--- src/rtl/alu_share_arbiter_pkg.sv ---
// Shared definitions for the two-requester ALU sharing arbiter:
// ALU function selects, FSM state encoding and default datapath width.
package alu_share_arbiter_pkg;

  localparam int ALU_DATA_W = 16;

  localparam logic [1:0] ALU_ADD  = 2'b00;
  localparam logic [1:0] ALU_NAND = 2'b01;
  localparam logic [1:0] ALU_SUB  = 2'b10;
  localparam logic [1:0] ALU_NOP  = 2'b11;

  typedef enum logic [1:0] {
    S_IDLE = 2'd0,
    S_EXEC = 2'd1,
    S_RESP = 2'd2
  } state_e;

endpackage

--- src/rtl/alu_share_arbiter_rr_arb2.sv ---
// Combinational 2-way round-robin picker: on a tie, the requester that
// did not win last time is chosen.
module alu_share_arbiter_rr_arb2 (
  input  logic       valid0_i,
  input  logic       valid1_i,
  input  logic       last_grant_i,
  output logic [1:0] gnt_oh_o,
  output logic       gnt_id_o
);

  always_comb begin
    gnt_oh_o[0] = valid0_i & (~valid1_i | last_grant_i);
    gnt_oh_o[1] = valid1_i & (~valid0_i | ~last_grant_i);
    gnt_id_o    = gnt_oh_o[1];
  end

endmodule

--- src/rtl/alu_share_arbiter.sv ---
// Shares one ALU between two requesters: grant in IDLE, let the ALU settle
// in EXEC, then hold the tagged result in RESP until the consumer takes it.
module alu_share_arbiter
  import alu_share_arbiter_pkg::*;
#(
  parameter int DATA_W = ALU_DATA_W,
  parameter int OP_W   = 2
) (
  input  logic              clk,
  input  logic              rst,
  input  logic              req0_valid,
  input  logic [DATA_W-1:0] req0_a,
  input  logic [DATA_W-1:0] req0_b,
  input  logic [OP_W-1:0]   req0_op,
  output logic              req0_ready,
  input  logic              req1_valid,
  input  logic [DATA_W-1:0] req1_a,
  input  logic [DATA_W-1:0] req1_b,
  input  logic [OP_W-1:0]   req1_op,
  output logic              req1_ready,
  output logic              rsp_valid,
  output logic              rsp_id,
  output logic [DATA_W-1:0] rsp_result,
  output logic              rsp_carry,
  output logic              rsp_zero,
  input  logic              rsp_ready,
  output logic [DATA_W-1:0] alu_a,
  output logic [DATA_W-1:0] alu_b,
  output logic [OP_W-1:0]   alu_control,
  input  logic [DATA_W-1:0] alu_result,
  input  logic              alu_carry,
  input  logic              alu_zero
);

  state_e            state_q, state_d;
  logic              last_grant_q, last_grant_d;
  logic              grant_id_q, grant_id_d;
  logic [DATA_W-1:0] alu_a_q, alu_a_d, alu_b_q, alu_b_d;
  logic [OP_W-1:0]   alu_ctl_q, alu_ctl_d;
  logic              rsp_valid_q, rsp_valid_d, rsp_id_q, rsp_id_d;
  logic [DATA_W-1:0] rsp_result_q, rsp_result_d;
  logic              rsp_carry_q, rsp_carry_d, rsp_zero_q, rsp_zero_d;

  logic              idle;
  logic [1:0]        gnt_oh;
  logic              gnt_id;

  assign idle = (state_q == S_IDLE);

  // Valids are gated by IDLE so no ready can appear in EXEC or RESP.
  alu_share_arbiter_rr_arb2 u_arb (
    .valid0_i     (req0_valid & idle),
    .valid1_i     (req1_valid & idle),
    .last_grant_i (last_grant_q),
    .gnt_oh_o     (gnt_oh),
    .gnt_id_o     (gnt_id)
  );

  assign req0_ready  = gnt_oh[0];
  assign req1_ready  = gnt_oh[1];
  assign alu_a       = alu_a_q;
  assign alu_b       = alu_b_q;
  assign alu_control = alu_ctl_q;
  assign rsp_valid   = rsp_valid_q;
  assign rsp_id      = rsp_id_q;
  assign rsp_result  = rsp_result_q;
  assign rsp_carry   = rsp_carry_q;
  assign rsp_zero    = rsp_zero_q;

  always_comb begin
    state_d      = state_q;
    last_grant_d = last_grant_q;
    grant_id_d   = grant_id_q;
    alu_a_d      = alu_a_q;
    alu_b_d      = alu_b_q;
    alu_ctl_d    = alu_ctl_q;
    rsp_valid_d  = rsp_valid_q;
    rsp_id_d     = rsp_id_q;
    rsp_result_d = rsp_result_q;
    rsp_carry_d  = rsp_carry_q;
    rsp_zero_d   = rsp_zero_q;
    case (state_q)
      S_IDLE: begin
        if (|gnt_oh) begin
          alu_a_d    = gnt_id ? req1_a  : req0_a;
          alu_b_d    = gnt_id ? req1_b  : req0_b;
          alu_ctl_d  = gnt_id ? req1_op : req0_op;
          grant_id_d = gnt_id;
          state_d    = S_EXEC;
        end
      end
      S_EXEC: begin
        rsp_result_d = alu_result;
        rsp_carry_d  = alu_carry;
        rsp_zero_d   = alu_zero;
        rsp_id_d     = grant_id_q;
        rsp_valid_d  = 1'b1;
        alu_ctl_d    = OP_W'(ALU_NOP);
        state_d      = S_RESP;
      end
      S_RESP: begin
        if (rsp_ready) begin
          rsp_valid_d  = 1'b0;
          last_grant_d = rsp_id_q;
          state_d      = S_IDLE;
        end
      end
      default: state_d = S_IDLE;
    endcase
  end

  always_ff @(posedge clk or posedge rst) begin
    if (rst) begin
      state_q      <= S_IDLE;
      last_grant_q <= 1'b1;
      grant_id_q   <= 1'b0;
      alu_a_q      <= '0;
      alu_b_q      <= '0;
      alu_ctl_q    <= OP_W'(ALU_NOP);
      rsp_valid_q  <= 1'b0;
      rsp_id_q     <= 1'b0;
      rsp_result_q <= '0;
      rsp_carry_q  <= 1'b0;
      rsp_zero_q   <= 1'b0;
    end else begin
      state_q      <= state_d;
      last_grant_q <= last_grant_d;
      grant_id_q   <= grant_id_d;
      alu_a_q      <= alu_a_d;
      alu_b_q      <= alu_b_d;
      alu_ctl_q    <= alu_ctl_d;
      rsp_valid_q  <= rsp_valid_d;
      rsp_id_q     <= rsp_id_d;
      rsp_result_q <= rsp_result_d;
      rsp_carry_q  <= rsp_carry_d;
      rsp_zero_q   <= rsp_zero_d;
    end
  end

endmodule

--- config.mk ---
export PLATFORM = sky130hd
export DESIGN_NAME = alu_share_arbiter
export DESIGN_NICKNAME = d
export VERILOG_FILES = /design/src/rtl/alu_share_arbiter_pkg.sv /design/src/rtl/alu_share_arbiter_rr_arb2.sv /design/src/rtl/alu_share_arbiter.sv
export SDC_FILE = /design/constraint.sdc
export NUM_CORES = 1
export LEC_CHECK = 0
export ABC_AREA = 1
export CAP_MARGIN = 20
export CELL_PAD_IN_SITES_DETAIL_PLACEMENT = 1
export CELL_PAD_IN_SITES_GLOBAL_PLACEMENT = 2
export CORE_ASPECT_RATIO = 1.75
export CORE_MARGIN = 1
export CORE_UTILIZATION = 29
export DETAILED_ROUTE_END_ITERATION = 6
export DONT_BUFFER_PORTS = 1
export PLACE_DENSITY_LB_ADDON = 0.08
export SLEW_MARGIN = 20
export SYNTH_ARGS = -nofsm -noshare
export SYNTH_HDL_FRONTEND = slang
export SYNTH_HIERARCHICAL = 1
export SYNTH_SLANG_ARGS = --single-unit
--- constraint.sdc ---
create_clock -name clk -period 1.8 [get_ports clk]
set_input_delay 0.36 -clock clk [delete_from_list [all_inputs] [get_ports clk]]
set_output_delay 0.36 -clock clk [all_outputs]
set_load 0.03 [all_outputs]
* Yosys cells after proc, flatten, opt, wreduce, memory -nomap -nowiden
Cells that the tools add are included.
** Word-level totals
- Logic and storage cells :: 43
- Bits in registers :: 58
- Input bits :: 91
** Cells by class
- Eq/ne operators :: 4
- Reductions and logical operators :: 9
- Bitwise gates (word level) :: 9
- Multiplexer cells :: 10
** Operators by type and width (number)
- 2-to-1 mux 16 bit :: 2
- AND reduction 2 bit :: 5
- 2-to-1 mux 2 bit :: 4
- one-hot mux 2 bit (3 select lines) :: 1
- bitwise AND 1 bit :: 4
- one-hot mux 2 bit (2 select lines) :: 1
- nonzero test 2 bit :: 2
- NOT 1 bit :: 3
- equality test 2 x 1 -> 1 bit (second input constant) :: 1
- equality test 2 bit (second input constant) :: 1
- zero test 2 bit :: 1
- inequality test 2 x 1 -> 1 bit (second input constant) :: 1
- inequality test 2 bit (second input constant) :: 1
- bitwise OR 1 bit :: 2
- one-hot mux 1 bit (2 select lines) :: 1
- OR reduction 2 bit :: 1
- 2-to-1 mux 1 bit :: 1

* Longest topological paths before layout
- Depth in word-level cells :: 8
- Gate-level depth with buffers :: 12
- Depth with buffers taken out :: 11

* Hierarchy
Netlist, hierarchy kept.
** By module, submodules not included
- alu_share_arbiter :: cells an instance 364, area each 2723.9 um2, instances 1
- alu_share_arbiter_rr_arb2 :: cells an instance 5, area each 35.0 um2, instances 1

* Worst setup path after synthesis
Ideal clock, no wire load.
- Path kind :: flip-flop to flip-flop
- From :: register state_q[1]
- To :: register alu_a_q[0] (netlist: alu_a[0])
- Stages on the path, launching flop included :: 13
- Arrival time :: 1681 ps
- Path buffers :: 2
- Setup slack :: 3 ps
- Setup time :: 117 ps
- Cell sequence :: dfrtp_1 > nor2_2 > inv_1 > nor2_1 > inv_1 > a21oi_2 > inv_1 > nand2_1 > nand2_2 > buf_6 > buf_6 > nand2_1 > nand2_1
** On the way
- Cells in the longest elaborated chain, start to end :: 7
- Elaborated cells between the ends (all ways) :: 12
** Ends and longest elaborated chain
- start, declared :: RTL line alu_share_arbiter.sv:35 : state_e state_q, state_d;
- start signal, assigned :: RTL line alu_share_arbiter.sv:126 : state_q <= state_d;
- zero test 2 bit (*) :: RTL line alu_share_arbiter.sv:48 : assign idle = (state_q == S_IDLE);
- bitwise AND 1 bit :: RTL line alu_share_arbiter.sv:53 : .valid1_i (req1_valid & idle),
- NOT 1 bit :: RTL line alu_share_arbiter_rr_arb2.sv:12 : gnt_oh_o[0] = valid0_i & (~valid1_i | last_grant_i);
- bitwise OR 1 bit :: RTL line alu_share_arbiter_rr_arb2.sv:12
- bitwise AND 1 bit (*) :: RTL line alu_share_arbiter_rr_arb2.sv:12
- via req0_ready :: RTL line alu_share_arbiter.sv:15 : output logic req0_ready,
- OR reduction 2 bit (*) :: RTL line alu_share_arbiter.sv:84 : if (|gnt_oh) begin
- AND reduction 2 bit (no line) (*)
- end signal, assigned :: RTL line alu_share_arbiter.sv:129 : alu_a_q <= alu_a_d;
- end, declared :: RTL line alu_share_arbiter.sv:38 : logic [DATA_W-1:0] alu_a_q, alu_a_d, alu_b_q, alu_b_d;
The timed path passes the listed nets; every way through them passes the cells marked *.
A chain may end at the register's enable or synchronous reset.

* Worst setup path in the final report
- From :: register state_q[1]
- To :: output req1_ready
** On the way
- Cells in the longest elaborated chain, start to end :: 5
- Elaborated cells between the ends (all ways) :: 6
** Ends and longest elaborated chain
- zero test 2 bit (*) :: RTL line alu_share_arbiter.sv:48
- bitwise AND 1 bit :: RTL line alu_share_arbiter.sv:52 : .valid0_i (req0_valid & idle),
- NOT 1 bit :: RTL line alu_share_arbiter_rr_arb2.sv:13 : gnt_oh_o[1] = valid1_i & (~valid0_i | ~last_grant_i);
- bitwise OR 1 bit :: RTL line alu_share_arbiter_rr_arb2.sv:13
- bitwise AND 1 bit (*) :: RTL line alu_share_arbiter_rr_arb2.sv:13
- end, declared :: RTL line alu_share_arbiter.sv:20 : output logic req1_ready,
Every way passes the cells marked *; elsewhere a longest branch is shown, timed or not.

==> flow_results.xml <==
<?xml version="1.0" encoding="UTF-8"?>
<metrics>
  <group name="outcome">
    <metric name="outcome" unit="">complete, but fails checks</metric>
    <metric name="failed_checks" unit="">negative setup slack</metric>
  </group>
  <group name="synthesis">
    <metric name="avgSynthCellArea" unit="sq um">7.48</metric>
    <metric name="syn_nets" unit="">460</metric>
    <metric name="synth_edf_count" unit="">0</metric>
    <metric name="synth_top_area_cell" unit="">dfrtp_1</metric>
    <metric name="synthesis.area" unit="sq um">2760</metric>
    <metric name="ys_ff_latch" unit="">58</metric>
    <metric name="post-synth-top-count-cell" unit="">nand2_1</metric>
    <metric name="yosysTopAreaCellShare" unit="%">49.9</metric>
    <metric name="asyncSetResetFlopFracSynth" unit="%">100</metric>
    <metric name="post_synth_most_frequent_cells" unit="">243 x nand2_1, 55 x dfrtp_1, 23 x nand3_1, 10 x inv_1, 8 x buf_4</metric>
    <metric name="synth.distinct_cells" unit="">17</metric>
    <metric name="synth.area.top_cells" unit="">dfrtp_1 50%, nand2_1 33%, nand3_1 4.2%</metric>
    <metric name="ys.flop_type" unit="">dfrtp_1</metric>
    <metric name="seq_area_frac_synth" unit="%">52.7</metric>
    <metric name="postSynthCellCount" unit="">369</metric>
    <metric name="yosys_warnings" unit="">6</metric>
  </group>
  <group name="timing">
    <metric name="final_critical_path_setup_slack" unit="ns">-0.00605</metric>
    <metric name="worst_pin_slew" unit="ns">0.511</metric>
    <metric name="skew" unit="ns">0.00709</metric>
    <metric name="post-route-min-period" unit="ns">1.81</metric>
    <metric name="worst_slew_margin_rel" unit="%">65.8</metric>
    <metric name="setup_violations" unit="">1</metric>
    <metric name="hold_viol" unit="">0</metric>
    <metric name="slew_violations" unit="">0</metric>
    <metric name="max_clock_freq" unit="MHz">554</metric>
    <metric name="grt_setup_unrepaired" unit="">true</metric>
    <metric name="worst_hold_slack" unit="ns">0.174</metric>
    <metric name="final_min_period_over_clock_period" unit="%">100</metric>
  </group>
  <group name="clock_network">
    <metric name="cts_root_buffer" unit="">clkbuf_16</metric>
    <metric name="cts_max_path_buffers" unit="">2</metric>
    <metric name="cts_tree" unit="">built</metric>
    <metric name="clk_pin_slew_worst_paths" unit="ns">0.05</metric>
    <metric name="clk-insertion-delay-late" unit="ns">0.33</metric>
    <metric name="clock-sinks" unit="">58</metric>
    <metric name="cts.htree.levels" unit="">3</metric>
    <metric name="tritoncts.num_buffers" unit="">9</metric>
  </group>
  <group name="floorplanning">
    <metric name="start_util" unit="%">30.1</metric>
    <metric name="placement_rows" unit="">46</metric>
    <metric name="boundaryPins" unit="">147</metric>
    <metric name="dieHeight" unit="um">131</metric>
    <metric name="die_width" unit="um">75.7</metric>
    <metric name="placeableCoreArea" unit="sq um">9150</metric>
    <metric name="fp.dieArea" unit="sq um">9920</metric>
  </group>
  <group name="power">
    <metric name="cellPowerDensity" unit="nW/um^2">2270</metric>
    <metric name="worst_ir_drop_vdd" unit="V">0.000591</metric>
    <metric name="leakage_power_figure" unit="nW">1.80</metric>
  </group>
  <group name="worst_setup_path">
    <metric name="reg2reg_depth" unit="">12</metric>
    <metric name="crit_fanout" unit="">7</metric>
    <metric name="crit_type" unit="">reg2out</metric>
    <metric name="reg2reg_from" unit="">state_q[1]$_DFFE_PP0P_</metric>
    <metric name="timing.critical_path.arrival" unit="ns">1.45</metric>
    <metric name="crit_required" unit="ns">1.44</metric>
    <metric name="worstSetupStartpointType" unit="">flip-flop</metric>
    <metric name="critical_path.reg2reg.endpoint" unit="">alu_control[1]$_DFFE_PP1P_</metric>
    <metric name="slack_of_the_worst_reg_to_reg_path" unit="ns">0.11</metric>
    <metric name="worstSetupEndpointType" unit="">output port</metric>
  </group>
  <group name="place">
    <metric name="io_buffers" unit="">0</metric>
    <metric name="post-dp-hpwl" unit="um">5510</metric>
    <metric name="numPlacedInstances" unit="">480</metric>
    <metric name="placement.setup.worst_slack" unit="ns">-0.000341</metric>
    <metric name="globalplace.congestion" unit="">0.691</metric>
  </group>
  <group name="finish">
    <metric name="fin_nets" unit="">468</metric>
    <metric name="finish.cell_count_without_fillers" unit="">502</metric>
    <metric name="layout-area-overhead-vs-synth" unit="%">18.0</metric>
    <metric name="ratio_of_cells_with_drive_above_1_in_the_final_layout" unit="%">11.8</metric>
    <metric name="n_fill_cell" unit="">1138</metric>
    <metric name="antennaDiodeCount" unit="">0</metric>
    <metric name="final_util" unit="%">35.6</metric>
  </group>
  <group name="hold_path">
    <metric name="min-delay-start" unit="">rsp_ready</metric>
    <metric name="worst_hold_path_type" unit="">in2reg</metric>
    <metric name="timing.hold.worst_endpoint" unit="">state_q[1]$_DFFE_PP0P_</metric>
    <metric name="worst_hold_path.num_cells" unit="">1</metric>
  </group>
  <group name="drt">
    <metric name="wl_per_cell" unit="um">15.6</metric>
    <metric name="drc" unit="">0</metric>
    <metric name="dr_total_vias" unit="">2298</metric>
    <metric name="wl" unit="um">7820</metric>
    <metric name="dr.pass1.iters" unit="">3</metric>
    <metric name="via_per_inst" unit="">4.58</metric>
    <metric name="drt_first_iter_violations" unit="">56</metric>
    <metric name="drt.antenna.violating_nets" unit="">0</metric>
  </group>
  <group name="global_routing">
    <metric name="number_of_antenna_violations_at_the_first_check_in_global_routing" unit="">0</metric>
    <metric name="globalRoute.totalOverflow" unit="">0</metric>
    <metric name="grt_pass1_vias" unit="">2361</metric>
    <metric name="grt_max_degree" unit="">59</metric>
    <metric name="groute.usage.overall" unit="%">16.3</metric>
    <metric name="grt_pass1_wl" unit="um">11600</metric>
  </group>
  <group name="job">
    <metric name="drv_cap" unit="">0</metric>
  </group>
</metrics>
## final cells by class
cell class	instances	area [sq um]	area share (%)
clock buffer	13	250	7.69
multi-input combinational	278	1130	34.6
timing repair buffer	17	203	6.23
tap	120	150	4.61
sequential	58	1460	44.7
clock inverter	3	15.0	0.461
inverter	13	53.8	1.65
## layer usage
| layer | wire length, um | up-vias | track usage, % |
|---|---|---|---|
| met5 | 0 | - | 0 |
| met4 | 126 | 0 | 6.54 |
| met3 | 542 | 12 | 5.60 |
| met2 | 4220 | 89 | 28.5 |
| met1 | 2930 | 1065 | 17.5 |
| li1 | - | 1132 | - |
## through the flow
stage	setup TNS (ns)	power, mW	area [sq um]
floorplan	0	5.16	2760
detailed placement	-0.000341	5.74	2870
CTS	-0.0131	7.39	3190
global route	-0.197	7.98	3250
finish	-0.00605	7.38	3250
global placement	0	5.66	2870
## worst max-delay path by stage
stage                                      start                         end  slack, ns  cells past startpoint
after floorplan           state_q[1]$_DFFE_PP0P_        alu_a[0]$_DFFE_PP0P_      0.003                     12
after global placement    state_q[1]$_DFFE_PP0P_  alu_control[1]$_DFFE_PP1P_       0.03                      9
after detailed placement  state_q[1]$_DFFE_PP0P_        alu_a[3]$_DFFE_PP0P_    -0.0003                      9
after CTS                 state_q[0]$_DFFE_PP0P_                  req1_ready      -0.01                      5
after global routing      state_q[1]$_DFFE_PP0P_                  req1_ready      -0.08                      5
final                     state_q[1]$_DFFE_PP0P_                  req1_ready     -0.006                      5
## where the power goes
part	switching, mW	internal, mW
logic	1.44	0.871
registers	1.60	1.95
clock network	0.556	0.959
## worst max-delay path, stage by stage, from the launching register on
cell,delay [ns]
dfrtp_1,0.39
nor2_2,0.15
inv_2,0.08
nor2_4,0.09
a21boi_4,0.23
buf_8,0.18
## state kept, by name, summed over array words and instances (netlist names)
name          flops
state_q           2
alu_a            16
rsp_id            1
grant_id_q        1
rsp_zero          1
alu_control       2
last_grant_q      1
alu_b            16
rsp_carry         1
rsp_valid         1
rsp_result       16
## placed cells by master (no fill, tap or decap)
master	instances
nand3_1	23
dfrtp_1	55
nor2_2	1
o21ai_0	2
a21oi_1	1
nand2_1	242
clkbuf_1	3
clkbuf_8	1
clkinv_2	3
buf_4	8
inv_4	2
dlygate4sd3_1	1
a21boi_4	1
inv_1	8
a21oi_2	1
inv_2	3
nor2_4	2
nand2_2	2
nand2_4	1
dfstp_2	3
buf_12	4
buf_6	2
buf_8	2
o21ai_1	1
nor2_1	1
clkbuf_16	9
## what timing repair did
item	CTS	global route
gates cloned	0	0
endpoints found under the setup margin	13	37
endpoints found under the hold margin	45	0
buffers inserted	3	2
pin swaps	2	2
hold buffers	1	0
resized for setup	8	13
## kinds of logic (layout without fill, tap and decap cells)
group | Yosys count | count (layout) | synth area share (%)
compound gates | 6 | 6 | 1.45
buf+inv | 33 | 46 | 7.48
simple gates | 272 | 272 | 38.3
flops | 58 | 58 | 52.7
Note: power is estimated with default switching activity, not from simulation.
